<file path="config.mk">
export PLATFORM = sky130hd
export DESIGN_NAME = apb_uart_rx
export DESIGN_NICKNAME = d
export VERILOG_FILES = /design/src/rtl/apb_uart_rx_pkg.sv /design/src/rtl/apb_uart_rx_fifo.sv /design/src/rtl/apb_uart_rx.sv
export SDC_FILE = /design/constraint.sdc
export NUM_CORES = 1
export LEC_CHECK = 0
export CAP_MARGIN = 20
export CORE_UTILIZATION = 35
export DETAILED_ROUTE_END_ITERATION = 8
export DONT_BUFFER_PORTS = 1
export GPL_ROUTABILITY_DRIVEN = 0
export GPL_TIMING_DRIVEN = 1
export PLACE_DENSITY = 0.49
export SYNTH_ARGS = -nofsm -noshare
export SYNTH_HDL_FRONTEND = slang
export SYNTH_SLANG_ARGS = --single-unit
export TNS_END_PERCENT = 100
</file>
<file path="constraint.sdc">
create_clock -name CLK -period 2.53 [get_ports CLK]
set_input_delay 0.3795 -clock CLK [delete_from_list [all_inputs] [get_ports CLK]]
set_output_delay 0.3795 -clock CLK [all_outputs]
set_load 0.03 [all_outputs]
</file>
<file path="src/rtl/apb_uart_rx_pkg.sv">
// Shared definitions for the APB UART receiver: register word addresses,
// CTRL/STATUS bit positions, receive FSM encoding and a parity helper.
// Optional parity support is selected with the UART_RX_PARITY_EN macro.
package uart_rx_pkg;

  localparam logic [9:0] ADDR_RXDATA  = 10'd0;
  localparam logic [9:0] ADDR_STATUS  = 10'd1;
  localparam logic [9:0] ADDR_CTRL    = 10'd2;
  localparam logic [9:0] ADDR_BAUDDIV = 10'd4;

  localparam int CTRL_RXEN   = 1;
  localparam int CTRL_RXIE   = 2;
  localparam int CTRL_PAREN  = 3;
  localparam int CTRL_PARODD = 4;
  localparam int CTRL_OVRIE  = 5;

  localparam int ST_RXNE = 0;
  localparam int ST_FULL = 1;
  localparam int ST_OVR  = 2;
  localparam int ST_FERR = 3;
  localparam int ST_PERR = 4;

  typedef enum logic [2:0] {
    S_IDLE   = 3'd0,
    S_START  = 3'd1,
    S_DATA   = 3'd2,
`ifdef UART_RX_PARITY_EN
    S_PARITY = 3'd3,
`endif
    S_STOP   = 3'd4
  } rx_state_e;

  // High when the received parity bit does not match the configured sense
  // (odd = 0 -> even parity over data plus parity bit).
  function automatic logic calc_parity_err(input logic [7:0] data,
                                           input logic       par_bit,
                                           input logic       odd);
    return (^data) ^ par_bit ^ odd;
  endfunction

endpackage

</file>
<file path="src/rtl/apb_uart_rx_fifo.sv">
// Synchronous receive FIFO, DEPTH x WIDTH. Pointers carry one extra wrap
// bit so full and empty are distinguished without a counter. A push while
// full is accepted only if a pop happens in the same cycle.
module uart_rx_fifo #(
  parameter int DEPTH = 4,
  parameter int WIDTH = 8
) (
  input  logic             i_clk,
  input  logic             i_rst_n,
  input  logic             i_push,
  input  logic             i_pop,
  input  logic [WIDTH-1:0] i_din,
  output logic [WIDTH-1:0] o_dout,
  output logic             o_empty,
  output logic             o_full
);

  localparam int AW = $clog2(DEPTH);

  logic [WIDTH-1:0] r_mem [DEPTH];
  logic [AW:0]      r_wr_ptr;
  logic [AW:0]      r_rd_ptr;
  logic             w_do_pop;
  logic             w_do_push;

  assign o_empty   = (r_wr_ptr == r_rd_ptr);
  assign o_full    = (r_wr_ptr[AW] != r_rd_ptr[AW]) &&
                     (r_wr_ptr[AW-1:0] == r_rd_ptr[AW-1:0]);
  assign w_do_pop  = i_pop & ~o_empty;
  assign w_do_push = i_push & (~o_full | w_do_pop);
  assign o_dout    = r_mem[r_rd_ptr[AW-1:0]];

  // Advance read/write pointers on accepted pops and pushes.
  always_ff @(posedge i_clk or negedge i_rst_n) begin
    if (!i_rst_n) begin
      r_wr_ptr <= {(AW+1){1'b0}};
      r_rd_ptr <= {(AW+1){1'b0}};
    end else begin
      if (w_do_push) begin
        r_wr_ptr <= r_wr_ptr + {{AW{1'b0}}, 1'b1};
      end
      if (w_do_pop) begin
        r_rd_ptr <= r_rd_ptr + {{AW{1'b0}}, 1'b1};
      end
    end
  end

  // Storage array; cleared on reset so the head word is never X.
  always_ff @(posedge i_clk or negedge i_rst_n) begin
    if (!i_rst_n) begin
      for (int i = 0; i < DEPTH; i++) begin
        r_mem[i] <= {WIDTH{1'b0}};
      end
    end else if (w_do_push) begin
      r_mem[r_wr_ptr[AW-1:0]] <= i_din;
    end
  end

endmodule

</file>
<file path="src/rtl/apb_uart_rx.sv">
// APB slave UART receiver (8N1, optional parity with UART_RX_PARITY_EN).
// RXD is double-synchronised, frames are sampled mid-bit using a BAUDDIV
// down-counter, and received bytes land in a small FIFO read via RXDATA.
module apb_uart_rx
  import uart_rx_pkg::*;
#(
  parameter int FIFO_DEPTH = 4,
  parameter int DIV_MIN    = 16
) (
  input  logic        CLK,
  input  logic        RESETn,
  input  logic        PSEL,
  input  logic [11:2] PADDR,
  input  logic        PENABLE,
  input  logic        PWRITE,
  input  logic [31:0] PWDATA,
  output logic [31:0] PRDATA,
  output logic        PREADY,
  input  logic        RXD,
  output logic        RXINT
);

`ifdef UART_RX_PARITY_EN
  localparam logic [5:0] CTRL_WMASK = 6'b111110;
`else
  localparam logic [5:0] CTRL_WMASK = 6'b100110;
`endif

  rx_state_e   r_state;
  rx_state_e   w_state_nxt;
  logic [5:0]  r_ctrl;
  logic [15:0] r_bauddiv;
  logic [15:0] r_baud_cnt;
  logic [15:0] w_baud_nxt;
  logic [3:0]  r_bit_cnt;
  logic [3:0]  w_bit_nxt;
  logic [7:0]  r_shift;
  logic [7:0]  w_shift_nxt;
  logic        r_par_err;
  logic        w_par_err_nxt;
  logic        r_rxd_meta;
  logic        r_rxd_sync;
  logic        r_rxd_prev;
  logic        r_ovr;
  logic        r_ferr;
  logic        r_perr;
  logic        r_rxint;
  logic        w_fall;
  logic        w_rx_enabled;
  logic        w_tick;
  logic [15:0] w_reload;
  logic        w_stop_ok;
  logic        w_ferr_set;
  logic        w_perr_set;
  logic        w_ovr_set;
  logic        w_wr;
  logic        w_pop;
  logic        w_empty;
  logic        w_full;
  logic [7:0]  w_fifo_dout;
  logic [31:0] w_prdata;
  logic [2:0]  w_clr;
  logic        w_unused_ok;

  assign PREADY       = 1'b1;
  assign PRDATA       = w_prdata;
  assign RXINT        = r_rxint;
  assign w_unused_ok  = &{1'b0, PWDATA[31:16]};
  assign w_fall       = r_rxd_prev & ~r_rxd_sync;
  assign w_rx_enabled = r_ctrl[CTRL_RXEN] & (r_bauddiv >= 16'(DIV_MIN));
  assign w_tick       = (r_baud_cnt == 16'd0);
  assign w_reload     = r_bauddiv - 16'd1;
  assign w_wr         = PSEL & PENABLE & PWRITE;
  assign w_pop        = PSEL & PENABLE & ~PWRITE & (PADDR == ADDR_RXDATA) & ~w_empty;
  assign w_ovr_set    = w_stop_ok & w_full & ~w_pop;
  assign w_clr        = (w_wr && (PADDR == ADDR_STATUS)) ? PWDATA[4:2] : 3'b000;

  // Two-flop synchroniser plus a delayed copy for falling-edge detection.
  always_ff @(posedge CLK or negedge RESETn) begin
    if (!RESETn) begin
      r_rxd_meta <= 1'b1;
      r_rxd_sync <= 1'b1;
      r_rxd_prev <= 1'b1;
    end else begin
      r_rxd_meta <= RXD;
      r_rxd_sync <= r_rxd_meta;
      r_rxd_prev <= r_rxd_sync;
    end
  end

  // Software-visible CTRL and BAUDDIV registers.
  always_ff @(posedge CLK or negedge RESETn) begin
    if (!RESETn) begin
      r_ctrl    <= 6'd0;
      r_bauddiv <= 16'd0;
    end else if (w_wr) begin
      if (PADDR == ADDR_CTRL) begin
        r_ctrl <= PWDATA[5:0] & CTRL_WMASK;
      end else if (PADDR == ADDR_BAUDDIV) begin
        r_bauddiv <= PWDATA[15:0];
      end else begin
        r_ctrl <= r_ctrl;
      end
    end else begin
      r_ctrl <= r_ctrl;
    end
  end

  // Receive FSM state and datapath registers.
  always_ff @(posedge CLK or negedge RESETn) begin
    if (!RESETn) begin
      r_state    <= S_IDLE;
      r_baud_cnt <= 16'd0;
      r_bit_cnt  <= 4'd0;
      r_shift    <= 8'd0;
      r_par_err  <= 1'b0;
    end else begin
      r_state    <= w_state_nxt;
      r_baud_cnt <= w_baud_nxt;
      r_bit_cnt  <= w_bit_nxt;
      r_shift    <= w_shift_nxt;
      r_par_err  <= w_par_err_nxt;
    end
  end

  // Next-state logic: counter reloads at each sample point, abort on disable.
  always_comb begin
    w_state_nxt   = r_state;
    w_baud_nxt    = r_baud_cnt - 16'd1;
    w_bit_nxt     = r_bit_cnt;
    w_shift_nxt   = r_shift;
    w_par_err_nxt = r_par_err;
    w_stop_ok     = 1'b0;
    w_ferr_set    = 1'b0;
    w_perr_set    = 1'b0;
    if ((r_state != S_IDLE) && !w_rx_enabled) begin
      w_state_nxt = S_IDLE;
      w_baud_nxt  = 16'd0;
    end else begin
      case (r_state)
        S_IDLE: begin
          w_bit_nxt     = 4'd0;
          w_par_err_nxt = 1'b0;
          if (w_rx_enabled && w_fall) begin
            w_state_nxt = S_START;
            w_baud_nxt  = (r_bauddiv >> 1) - 16'd1;
          end else begin
            w_baud_nxt  = 16'd0;
          end
        end
        S_START: begin
          if (w_tick) begin
            w_baud_nxt = w_reload;
            // A high line at mid-start is a glitch; drop back silently.
            if (!r_rxd_sync) begin
              w_state_nxt = S_DATA;
            end else begin
              w_state_nxt = S_IDLE;
            end
          end else begin
            w_state_nxt = S_START;
          end
        end
        S_DATA: begin
          if (w_tick) begin
            w_baud_nxt  = w_reload;
            w_shift_nxt = {r_rxd_sync, r_shift[7:1]};
            if (r_bit_cnt == 4'd7) begin
`ifdef UART_RX_PARITY_EN
              if (r_ctrl[CTRL_PAREN]) begin
                w_state_nxt = S_PARITY;
              end else begin
                w_state_nxt = S_STOP;
              end
`else
              w_state_nxt = S_STOP;
`endif
            end else begin
              w_bit_nxt = r_bit_cnt + 4'd1;
            end
          end else begin
            w_state_nxt = S_DATA;
          end
        end
`ifdef UART_RX_PARITY_EN
        S_PARITY: begin
          if (w_tick) begin
            w_baud_nxt  = w_reload;
            w_state_nxt = S_STOP;
            if (calc_parity_err(r_shift, r_rxd_sync, r_ctrl[CTRL_PARODD])) begin
              w_par_err_nxt = 1'b1;
              w_perr_set    = 1'b1;
            end else begin
              w_par_err_nxt = 1'b0;
            end
          end else begin
            w_state_nxt = S_PARITY;
          end
        end
`endif
        S_STOP: begin
          if (w_tick) begin
            w_state_nxt = S_IDLE;
            if (r_rxd_sync) begin
              w_stop_ok = ~r_par_err;
            end else begin
              w_ferr_set = 1'b1;
            end
          end else begin
            w_state_nxt = S_STOP;
          end
        end
        default: begin
          w_state_nxt = S_IDLE;
          w_baud_nxt  = 16'd0;
        end
      endcase
    end
  end

  // Sticky error flags: a set in the same cycle as a W1C clear wins.
  always_ff @(posedge CLK or negedge RESETn) begin
    if (!RESETn) begin
      r_ovr  <= 1'b0;
      r_ferr <= 1'b0;
      r_perr <= 1'b0;
    end else begin
      r_ovr  <= w_ovr_set  | (r_ovr  & ~w_clr[0]);
      r_ferr <= w_ferr_set | (r_ferr & ~w_clr[1]);
      r_perr <= w_perr_set | (r_perr & ~w_clr[2]);
    end
  end

  // Interrupt request registered from the current flag values.
  always_ff @(posedge CLK or negedge RESETn) begin
    if (!RESETn) begin
      r_rxint <= 1'b0;
    end else begin
      r_rxint <= (r_ctrl[CTRL_RXIE] & ~w_empty) | (r_ctrl[CTRL_OVRIE] & r_ovr);
    end
  end

  // APB read mux; empty RXDATA reads return zero.
  always_comb begin
    w_prdata = 32'd0;
    if (PSEL && !PWRITE) begin
      case (PADDR)
        ADDR_RXDATA: begin
          if (!w_empty) begin
            w_prdata = {24'd0, w_fifo_dout};
          end else begin
            w_prdata = 32'd0;
          end
        end
        ADDR_STATUS:  w_prdata = {27'd0, r_perr, r_ferr, r_ovr, w_full, ~w_empty};
        ADDR_CTRL:    w_prdata = {26'd0, r_ctrl};
        ADDR_BAUDDIV: w_prdata = {16'd0, r_bauddiv};
        default:      w_prdata = 32'd0;
      endcase
    end else begin
      w_prdata = 32'd0;
    end
  end

  uart_rx_fifo #(
    .DEPTH (FIFO_DEPTH),
    .WIDTH (8)
  ) u_fifo (
    .i_clk   (CLK),
    .i_rst_n (RESETn),
    .i_push  (w_stop_ok),
    .i_pop   (w_pop),
    .i_din   (r_shift),
    .o_dout  (w_fifo_dout),
    .o_empty (w_empty),
    .o_full  (w_full)
  );

endmodule

</file>
After elaboration in Yosys (flattened, before gate mapping)
Index checks and enable logic that the tools add are counted.

storage, ports and cells
  output and inout bits = 34
  input bits = 48
  word-level logic and storage cells = 127
  flip-flop bits (word level) = 95

operators by class
  add/sub/neg operators = 6
  bitwise logic cells = 32
  reduce and logical (&&, ||, !) cells = 19
  mux-type cells = 33
  eq/ne operators = 14
  order comparisons = 4

operator list
  kind                   count
  $pmux 32 s4            1
  $mux 16                3
  $pmux 16 s3            1
  $bwmux 32              1
  $mux 32                1
  $mux 8                 4
  $sub 16x1->16 const B  2
  $mux 3                 7
  $and 1x1->1            16
  $bmux 8 s2             1
  $demux 8 s2            1
  $ge 16x5->1 const B    1
  $logic_not 16->1       1
  $sub 15x1->16 const B  1
  $pmux 3 s4             1
  $eq 10x1->1 const B    1
  $eq 10x2->1 const B    1
  $eq 10x3->1 const B    1
  $logic_not 10->1       1
  $not 1->1              10
  $mux 1                 8
  $mux 4                 2
  $pmux 4 s2             1
  $add 3x1->3 const B    2
  25 further kinds       39

Logic depth before layout (Yosys ltp)
  depth after elaboration = 8
  mapped depth = 8
  depth with buffers taken out = 7

By module
From an unflattened synthesis, not the netlist that was laid out.

unflattened totals
  cell total of the unflattened synthesis = 516
  area, all modules = 5,811.8 um^2

by module, submodules not included
  module        area each (um^2)  instances  cells each
  apb_uart_rx   3,856.2           1          398
  uart_rx_fifo  1,955.6           1          118

Worst setup path after synthesis
OpenSTA, ideal clock, no wires.

  path kind = input -> output
  from = in PADDR[9] in the netlist's numbering
  to = out PRDATA[3]
  arrival time = 2.380 ns
  data required time = 2.151 ns
  stages on the path = 6
  path slack = -0.230 ns
  cells stage by stage = or4_4 -> or2_0 -> clkbuf_1 -> or3_1 -> clkbuf_1 -> a31oi_1

on the way
  word-level cells in the longest chain between the ends = 3
  elaborated cells between the ends (all ways) = 6

ends and longest elaborated chain
  item                                       line                source
  from (decl)                                apb_uart_rx.sv:13   input logic [11:2] PADDR,
  $eq 10x3->1, or another cell as far along  apb_uart_rx.sv:247  case (PADDR)
  $pmux 32 s4 (*)                            apb_uart_rx.sv:247
  $mux 32 (*)                                apb_uart_rx.sv:246  if (PSEL && !PWRITE) begin
  to (decl)                                  apb_uart_rx.sv:17   output logic [31:0] PRDATA,

Every way passes the cells marked *; elsewhere a longest branch is shown, timed or not.

Worst setup path after layout
Same ends and word-level chain as after synthesis.

==> impl_metrics.toml <==
[outcome]
run_status = "finished, violations left"
violations = "negative hold slack"

[synth]
ys_seq_area_frac = 0.412
ys_top_cells_by_area = "dfrtp_1, mux2_2, xnor2_1"
ys_warn_count = 0
syn_inst = 538
ys_seq_elements = 95
synth_area_um2 = 5780
ys.flop_type = "dfrtp_1"
synth_area_per_cell_um2 = 10.7
synth_top_area_cell = "dfrtp_1"
synthDistinctLibCells = 67
synth_enable_flop_cells = 0
synth_top_area_frac = 0.399
async_reset_ff_frac = 1.00

[routing]
wl_per_cell_um = 17.4
vias = 4109
detail-route-antenna-nets = 0
drt_pass1_iterations = 4
vias_per_cell = 5.16
drt_wl_total_um = 13900
drtIter0Drc = 204
route.detailed.drc = 0

[cts]
numCtsBuffers = 9
clock_latency_ns = 0.36
ctsHtreeMaxLevel = 3
cts_sinks = 95
cts_setup_buffers = 0
tritoncts = "yes"
clk_pin_slew_ns = 0.07
ctsHoldBuffers = 1
clk_path_buf_depth = 2
root_buffer = "clkbuf_16"

[die]
dieArea_um2 = 17000
die_w_um = 130
rows = 46
core_um2 = 16000
ios = 82
start_util = 0.361
die_h_um = 130

[grt]
grt.total_usage = 0.174
grt_pass1_wl_um = 22400
overflow = 0
antenna_found_initial = 0
first_global_vias = 4138
grt_max_degree = 96

[cells_and_area]
fin_util = 0.421
final_common_cell = "dfrtp_1"
area_growth_syn_to_layout_pct = 16.5
antenna_cells = 0
layout_common_cells = "dfrtp_1, buf_4, mux2_2"
drive_above_1_share = 0.303
nets = 634

[place]
numPortBuffers = 0
post-place-ws_ns = -0.0113
hpwl_um = 10100

[critical_path]
path_class = "primary input to primary output"
cp-end-kind = "primary output"
crit_path_start_kind = "primary input"
arrival_ns = 2.10
crit_required_ns = 2.15
r2r_slack_ns = 0.18
cp_max_fo = 8

[flow_run]
cap_violations = 0

[power_and_ir_drop]
leakage_nw = 3.01
p_sw_mw = 0.724
p_seq_frac = 0.515
p_clk_frac = 0.452
switching_share = 0.244
internal-power_mw = 2.24
comb_power_share = 0.033
peakVddDrop_mv = 0.377
power_density_nw_per_um2 = 441

[hold_path]
hp-class = "primary input to asynchronous set/reset pin"

[sta]
slew_viol_final = 0
hold_viol = 95
min_period_ns = 2.48
rsz0062_at_grt = "no"
finalCritPeriodShare = 0.979
fmax_mhz = 404
finalSetupViolations = 0
finalWorstSetupSlack_ns = 0.0538
finalSetupTns_ns = 0
clock_skew_ns = 0.00793
holdWs_ns = -0.282
synth_stat cells (3+ instances only):
cell	count
clkbuf_1	21
dfrtp_1	92
mux2_2	49
or3_1	7
buf_4	20
buf_2	6
nor3_4	5
nand3_1	19
a21oi_1	21
nor4_1	11
inv_1	13
nand2_1	38
nor3_1	12
dfstp_2	3
mux2_4	10
nand4_1	14
mux4_2	8
nand2b_1	3
nand3b_1	10
nor2b_1	3
nor3b_1	5
a22oi_1	16
and2_1	9
o211ai_1	3
ha_1	11
nand4b_1	4
xnor2_1	35
xor2_1	12
nor2_1	25
a211oi_1	5
per-stage QoR:
step	instance area [um^2]	hold WS, ns	cells	power [mW]
final	6730	-0.282	796	2.97
after global routing	6730	-0.304	796	3.08
after CTS	6700	-0.303	795	3.02
after detailed placement	6410	0.0907	778	1.65
after global placement	6410	0.0907	778	1.65
after floorplan	5920	0.0839	553	1.66
sequential cells by signal, summed over array words and instances (netlist names):
signal and flops:
r_ovr 1, r_rxd_prev 1, r_rxd_meta 1, r_perr 1
r_rxd_sync 1, r_ferr 1, r_state 3, r_bit_cnt 4
u_fifo.r_wr_ptr 3, r_baud_cnt 16, u_fifo.r_rd_ptr 3, RXINT 1
r_shift 8, r_ctrl 3, u_fifo.r_mem 32, r_bauddiv 16
cells by family (layout without fill, tap and decap cells):
family                     Yosys count  after routing  share of synthesized area
adders and majority gates           11             11                     0.0238
buffers and inverters               64             91                     0.0600
muxes                               70             70                      0.158
and+or+nand+nor                    184            184                      0.191
xor gates and xnor gates            47             47                     0.0713
AOI/OAI and AO/OA                   65             65                     0.0817
DFF                                 95             95                      0.412
other                                2             17                    0.00130
path summary, 6_finish.rpt:
path,startpoint,endpoint,cells after the start
max,PADDR[9],PRDATA[3],5
min,RESETn,r_baud_cnt[14],0
max reg2reg,r_bauddiv[1],r_baud_cnt[15],7
min reg2reg,r_rxd_meta,r_rxd_sync,0
max in group asynchronous,RESETn,r_rxd_sync,0
min in group CLK,PWDATA[4],r_perr,1
area by class of cell:
class                   count  area [um^2]
clock buffers               9          225
clock inverters             7         60.1
fillers                  1591         9270
inverters                  13         48.8
multi-input cells         394         3200
flip-flops and latches     95         2380
well taps                 216          270
repair buffers             62          543
repair_timing:
| item | 4_1_cts | 5_1_grt |
|---|---|---|
| endpoints found under the hold margin | 96 | 95 |
| pin swaps | 0 | 0 |
| endpoints found under the setup margin | 2 | 24 |
| resized for setup | 1 | 4 |
routing by layer:
| metal | GRT usage | up-vias | wire [um] |
|---|---|---|---|
| li1 | - | 1967 | - |
| met1 | 0.219 | 2074 | 6140 |
| met2 | 0.290 | 59 | 6920 |
| met3 | 0.0546 | 9 | 666 |
| met4 | 0.0426 | 0 | 138 |
| met5 | 0 | - | 0 |
critical path, cell delays in order:
cell	delay, ns
or4_4	0.52
or2_4	0.29
or3_1	0.43
buf_12	0.18
a31oi_4	0.30
power by group through the flow:
stage	clock (mW)	sequential (mW)	combinational, mW
after floorplan	0	1.56	0.109
after global placement	0	1.56	0.0949
after detailed placement	0	1.56	0.0957
after CTS	1.39	1.53	0.0974
after global routing	1.45	1.53	0.108
final	1.34	1.53	0.0989
Note: power is estimated with default switching activity, not from simulation.
